### config.mk
export PLATFORM = sky130hd
export DESIGN_NAME = sig_compactor
export DESIGN_NICKNAME = d
export VERILOG_FILES = /design/src/rtl/sig_compactor.sv
export SDC_FILE = /design/constraint.sdc
export NUM_CORES = 1
export LEC_CHECK = 0
export CELL_PAD_IN_SITES_DETAIL_PLACEMENT = 1
export CELL_PAD_IN_SITES_GLOBAL_PLACEMENT = 2
export CORE_MARGIN = 8
export CORE_UTILIZATION = 25
export CTS_BUF_LIST = sky130_fd_sc_hd__clkbuf_4
export DETAILED_ROUTE_END_ITERATION = 8
export PLACE_DENSITY_LB_ADDON = 0.12
export SETUP_SLACK_MARGIN = 0.2
export SLEW_MARGIN = 10
export SYNTH_ARGS = -nofsm -noshare
export SYNTH_HDL_FRONTEND = slang
export SYNTH_SLANG_ARGS = --single-unit
export TNS_END_PERCENT = 30
### constraint.sdc
create_clock -name clk -period 1.39 [get_ports clk]
set_input_delay 0.139 -clock clk [delete_from_list [all_inputs] [get_ports clk]]
set_output_delay 0.139 -clock clk [all_outputs]
set_load 0.01 [all_outputs]
### src/rtl/sig_compactor.sv
// Signature compactor: MISR-style compaction of a parallel response stream over a
// fixed window, golden compare at window end, and a serial scan path through the register.
module sig_compactor #(
  parameter int unsigned     NBIT   = 8,
  parameter int unsigned     NIN    = 5,
  parameter logic [NBIT-1:0] POLY   = NBIT'(8'h1D),
  parameter logic [NBIT-1:0] SEED   = '1,
  parameter int unsigned     WINDOW = 256
) (
  input  logic            clk,
  input  logic            rst,
  input  logic            start,
  input  logic            valid,
  input  logic [NIN-1:0]  data_in,
  input  logic            scan_en,
  input  logic            scan_in,
  input  logic [NBIT-1:0] golden,
  output logic [NBIT-1:0] signature,
  output logic            scan_out,
  output logic            busy,
  output logic            done,
  output logic            pass,
  output logic            fail,
  output logic [15:0]     cycle_cnt
);

  typedef enum logic [1:0] {IDLE, RUN, DONE, SCAN} state_t;

  state_t          state, state_nx;
  logic [NBIT-1:0] sig, sig_nx;
  logic [15:0]     cnt, cnt_nx;
  logic            busy_r, busy_nx;
  logic            done_r, done_nx;
  logic            pass_r, pass_nx;
  logic            fail_r, fail_nx;

  logic [NBIT-1:0] step;
  logic [NBIT-1:0] shifted;
  logic            last_valid;

  assign step       = {sig[NBIT-2:0], 1'b0} ^ (POLY & {NBIT{sig[NBIT-1]}}) ^ NBIT'(data_in);
  assign shifted    = {sig[NBIT-2:0], scan_in};
  assign last_valid = (cnt == 16'(WINDOW - 1));

  always_ff @(posedge clk) begin
    if (rst) begin
      state  <= IDLE;
      sig    <= SEED;
      cnt    <= '0;
      busy_r <= 1'b0;
      done_r <= 1'b0;
      pass_r <= 1'b0;
      fail_r <= 1'b0;
    end else begin
      state  <= state_nx;
      sig    <= sig_nx;
      cnt    <= cnt_nx;
      busy_r <= busy_nx;
      done_r <= done_nx;
      pass_r <= pass_nx;
      fail_r <= fail_nx;
    end
  end

  always_comb begin
    state_nx = state;
    sig_nx   = sig;
    cnt_nx   = cnt;
    busy_nx  = busy_r;
    done_nx  = done_r;
    pass_nx  = pass_r;
    fail_nx  = fail_r;

    if (start) begin
      state_nx = RUN;
      sig_nx   = SEED;
      cnt_nx   = '0;
      busy_nx  = 1'b1;
      done_nx  = 1'b0;
      pass_nx  = 1'b0;
      fail_nx  = 1'b0;
    end else begin
      unique case (state)
        IDLE, DONE: begin
          if (scan_en) begin
            state_nx = SCAN;
            sig_nx   = shifted;
          end
        end
        RUN: begin
          if (valid) begin
            sig_nx = step;
            cnt_nx = 16'(cnt + 16'd1);
            // Golden compare uses the post-step value so the verdict lands with done.
            if (last_valid) begin
              state_nx = DONE;
              busy_nx  = 1'b0;
              done_nx  = 1'b1;
              pass_nx  = (step == golden);
              fail_nx  = (step != golden);
            end
          end
        end
        SCAN: begin
          if (scan_en) sig_nx = shifted;
          else         state_nx = IDLE;
        end
        default: state_nx = IDLE;
      endcase
    end
  end

  assign signature = sig;
  assign scan_out  = sig[NBIT-1];
  assign busy      = busy_r;
  assign done      = done_r;
  assign pass      = pass_r;
  assign fail      = fail_r;
  assign cycle_cnt = cnt;

endmodule

* After elaboration in Yosys (flattened, before gate mapping)
Index checks and enable logic that the tools add are counted.
** Word-level totals
- Bits in registers :: 30
- Logic and storage cells :: 52
- Input port bits :: 19
- Output and inout port bits :: 29
** Cells by class
- Equality and inequality tests :: 15
- Bitwise logic cells :: 2
- $add $sub $neg :: 1
- Reductions and logical operators :: 13
- Mux-type cells :: 13
** Operator list (count)
- $add A16 B1 Y16 const B :: 1
- $eq A16 B8 Y1 const B :: 1
- $mux W8 :: 2
- $pmux W8 S2 :: 1
- $xor A8 B5 Y8 :: 2
- $ne A3 B3 Y1 const B :: 4
- $eq A8 B8 Y1 :: 1
- $mux W2 :: 4
- $ne A2 B2 Y1 const B :: 4
- $ne A8 B8 Y1 :: 1
- $reduce_and A4 Y1 :: 2
- $pmux W2 S3 :: 1
- $reduce_and A3 Y1 :: 2
- $reduce_bool A2 Y1 :: 3
- $mux W1 :: 5
- $eq A2 B2 Y1 const B :: 2
- $reduce_and A2 Y1 :: 2
- $reduce_or A2 Y1 :: 2
- $reduce_or A3 Y1 :: 1
- $eq A2 B1 Y1 const B :: 1
- $logic_not A2 Y1 :: 1
- $ne A2 B1 Y1 const B :: 1

* Longest topological paths before layout
- Depth in word-level cells :: 5
- Depth in mapped cells :: 6
- Gate-level depth less buffers :: 5

* Worst setup path after synthesis
No wires, ideal clock.
- Path kind :: flip-flop to flip-flop
- Start point :: register cnt[0], in the netlist cycle_cnt[0]
- End point :: register state[1]
- Setup time :: 0.060 ns
- Data arrival time :: 1.542 ns
- Clock period less this slack :: 1.601 ns
- Buffers on the path :: 0
- Slack :: -0.211 ns
- Required time :: 1.330 ns
- Stages on the path, launching flop included :: 6
- Cell sequence :: dfxtp_1 ha_1 nor4b_2 nand4_1 o311ai_1 o311a_1
** Between the ends
- Cells in the longest elaborated chain, start to end :: 3
** Ends and longest elaborated chain
- from (decl) :: line 31 : logic [15:0] cnt, cnt_nx;
- from (signal assigned) :: line 57 : cnt <= cnt_nx;
- $eq A16 B8 Y1 :: line 43 : assign last_valid = (cnt == 16'(WINDOW - 1));
- $ne A2 B2 Y1 (no line)
- $reduce_and A4 Y1 (no line)
- to (signal assigned) :: line 55 : state <= state_nx;
- to (decl) :: line 29 : state_t state, state_nx;
No other way between the ends.
A chain may end at the register's enable or synchronous reset.

* Worst setup path after layout
- Start point :: register cnt[1], in the netlist cycle_cnt[1]
- End point :: register fail_r, in the netlist fail
** Between the ends
- Cells in the longest elaborated chain, start to end :: 2
** Ends and longest elaborated chain
- $eq A16 B8 Y1 :: line 43
- $reduce_and A3 Y1 (no line)
- to (signal assigned) :: line 61 : fail_r <= fail_nx;
- to (decl) :: line 35 : logic fail_r, fail_nx;
No other way between the ends.

==> run metrics <==
status finished, violations left; failing checks setup timing; # IOs 48; H-tree depth 2; die width 96.04 um; Final HPWL DP 4356 um; Slew @ Worst Pin 304.3 ps; clk sinks 30; critical path type reg2reg; largest net degree at the start of global routing 13; CP Max Fanout 3; Mapped Area 1602 um^2; final hold viol count 0; slowest CP cell dfxtp_4; DR WL/cell 15.48 um; antenna cells 0; crit path cell chain ha_4 -> nor4b_4 -> nand4_1 -> buf_4 -> o21bai_1 -> o211a_1; Worst Clk Skew 7.524 ps; vias in the first global route 1829; Placed Area 2534 um^2; CTS tree yes; Skew-Pair Late Insertion Delay 340 ps; CTS Root Cell clkbuf_4; Vias 1628; max-slew violations 0; relative slew slack 79.69%; syn nets 196; share of cells above drive strength 1 42.16%; YS warnings 0; Netlist cell types 43; CTS Hold Buffers Added 0; Final min period 1507 ps; pre-CTS setup slack -454.5 ps; die area 9224 um^2; r2r worst-path depth 6; area grow syn2layout 59.69%; Max IR drop VDD 0.2944 mV; # DRC 0; most frequent cells in the layout buf_4 (44), dfxtp_2 (19), clkdlybuf4s50_1 (18); sequential-to-total area share from yosys stat 37.50%; Avg Inst Size Synth 9.100 um^2; DRT antenna net count 0; WP data required 1670 ps; cells after synthesis 176; TritonCTS Buffers 5; Final Setup Violations 7; FP Rows 29; core area 6277 um^2; Yosys reg bits 30; RSZ-0062 raised after global routing true; drt via density 4.719; total of max-cap violations 0; Nets 287; Total GRT Usage 12.82%; pwr dens 662.3 nW/um^2; Final Worst Setup Slack -117.0 ps; Fillers 766; Worst Hold Class in2reg; fmax 663.6 MHz; final instance area 2557 um^2; area of the multi-input gates 1001 um^2; Detailed Route Iter0 Violations 33; DRT Pass-1 Iters 4; CTS clock-pin slew for the worst setup and hold paths 90 ps; Register Area 646.9 um^2; commonest non-fill, non-tap cell in the layout buf_4; first-pass GRT wire length 9045 um; total gr overflow 0; final wirelength 5340 um; gpl congestion 0.7633; Critical Path Source Type register; final core occ 40.74%; Critical Path AT 1790 ps; Leak Pwr 1.096 nW; delay of the slowest critical-path stage 370 ps; initial cell density of the core 25.51%; initial antenna violation count 0; worst hold stages 2; CP endpoint kind register; Port Buffer Count 47; Die Ht 96.04 um; Final TNS setup -353.7 ps; Clock Path Buffers 2; Tcrit/Tclk final 108.4%
-- sequential cells by signal, indices dropped and copies added (netlist names) --
signal	flops
busy	1
state	2
fail	1
signature	8
pass	1
cycle_cnt	16
done	1
-- critical path, delay by kind of cell (launching register included) --
| kind | cells | cell delay (ps) |
|---|---|---|
| AO/OA/AOI/OAI | 2 | 330 |
| buffers and inverters | 1 | 200 |
| adder cells (fa/ha/maj) | 1 | 130 |
| flip-flops | 1 | 370 |
| AND/OR/NAND/NOR | 2 | 420 |
-- kinds of logic (layout without fill, tap and decap cells) --
| family | Yosys count | after routing | synth area share, % |
|---|---|---|---|
| AO/OA/AOI/OAI | 28 | 28 | 11.02 |
| XOR/XNOR | 27 | 27 | 16.64 |
| adder cells (fa/ha/maj) | 1 | 1 | 0.7811 |
| buffers and inverters | 13 | 105 | 4.218 |
| flip-flops | 30 | 30 | 37.50 |
| multiplexers | 4 | 4 | 2.500 |
| AND/OR/NAND/NOR | 73 | 73 | 27.34 |
-- power breakdown --
part / switching, mW / internal [mW]
combinational: 0.124 / 0.174
clock: 0.313 / 0.209
sequential: 0.0110 / 0.863
-- final timing paths --
| kind | start | to | slack [ps] |
|---|---|---|---|
| min | rst | busy | 400 |
| max reg2reg | cycle_cnt[1] | fail | -120 |
| max | cycle_cnt[1] | fail | -120 |
| min reg2reg | done | done | 470 |
-- layer usage --
layer,share of wire (%),wire length (um),vias up,global-route usage [%]
li1,-,-,809,-
met1,44,2349,783,14.70
met2,50,2644,28,21.74
met3,4.9,264,8,3.900
met4,1.5,82,0,4.994
met5,0,0,-,0
-- area by class of cell --
cell class / count / share of cell area (%)
repair buffers: 93 / 29.11
flip-flops and latches: 30 / 25.29
multi-input cells: 133 / 39.14
clock buffers: 6 / 1.761
clock inverters: 2 / 0.3425
well taps: 77 / 3.767
inverters: 4 / 0.5871
-- cell usage after synthesis --
cell	instances	area (um^2)
buf_2	3	15.01
buf_6	1	11.26
ha_1	1	12.51
o311ai_1	2	17.52
o22ai_1	1	6.260
o211ai_1	1	7.510
mux2i_1	4	40.04
xor2_1	14	122.6
nand3b_1	1	7.510
and3_1	3	18.77
xor3_1	2	47.55
nand4_4	2	42.54
or2_2	1	6.260
nand4_1	7	43.79
nor3b_1	2	15.01
nor4b_2	1	15.01
clkbuf_1	3	11.26
o21bai_1	1	7.510
dfxtp_1	30	600.6
nor2_1	15	56.30
o211a_1	1	10.01
o2111ai_1	1	8.760
inv_1	4	15.01
xnor2_1	11	96.34
and4_1	3	26.28
a21oi_2	1	8.760
o31ai_1	1	7.510
nor3_1	3	15.01
nand3_1	3	15.01
nor4_1	3	18.77
o311a_1	1	10.01
a21o_1	1	7.510
nand2b_1	1	6.260
o21ai_0	8	40.04
and2_1	2	12.51
and4b_1	3	30.03
or3_1	4	25.02
buf_4	2	15.01
a21oi_1	8	40.04
nand2_1	15	56.30
nor2b_1	3	18.77
o21ai_1	1	5.000
and3b_1	1	8.760
-- stage by stage --
stage | std cells | power (mW) | hold WS (ps)
floorplan | 176 | 1.030 | 200.7
global placement | 335 | 1.190 | 448.4
detailed placement | 335 | 1.198 | 450.9
CTS | 344 | 1.734 | 391.9
global route | 345 | 1.785 | 425.9
finish | 345 | 1.694 | 403.9
-- timing repair --
item                       CTS  global route
resized for setup           97            15
hold endpoints to repair     0             0
buffers inserted             1             1
setup endpoints to repair   56            38
pin swaps                    4             3
(Power assumes the default switching activity.)
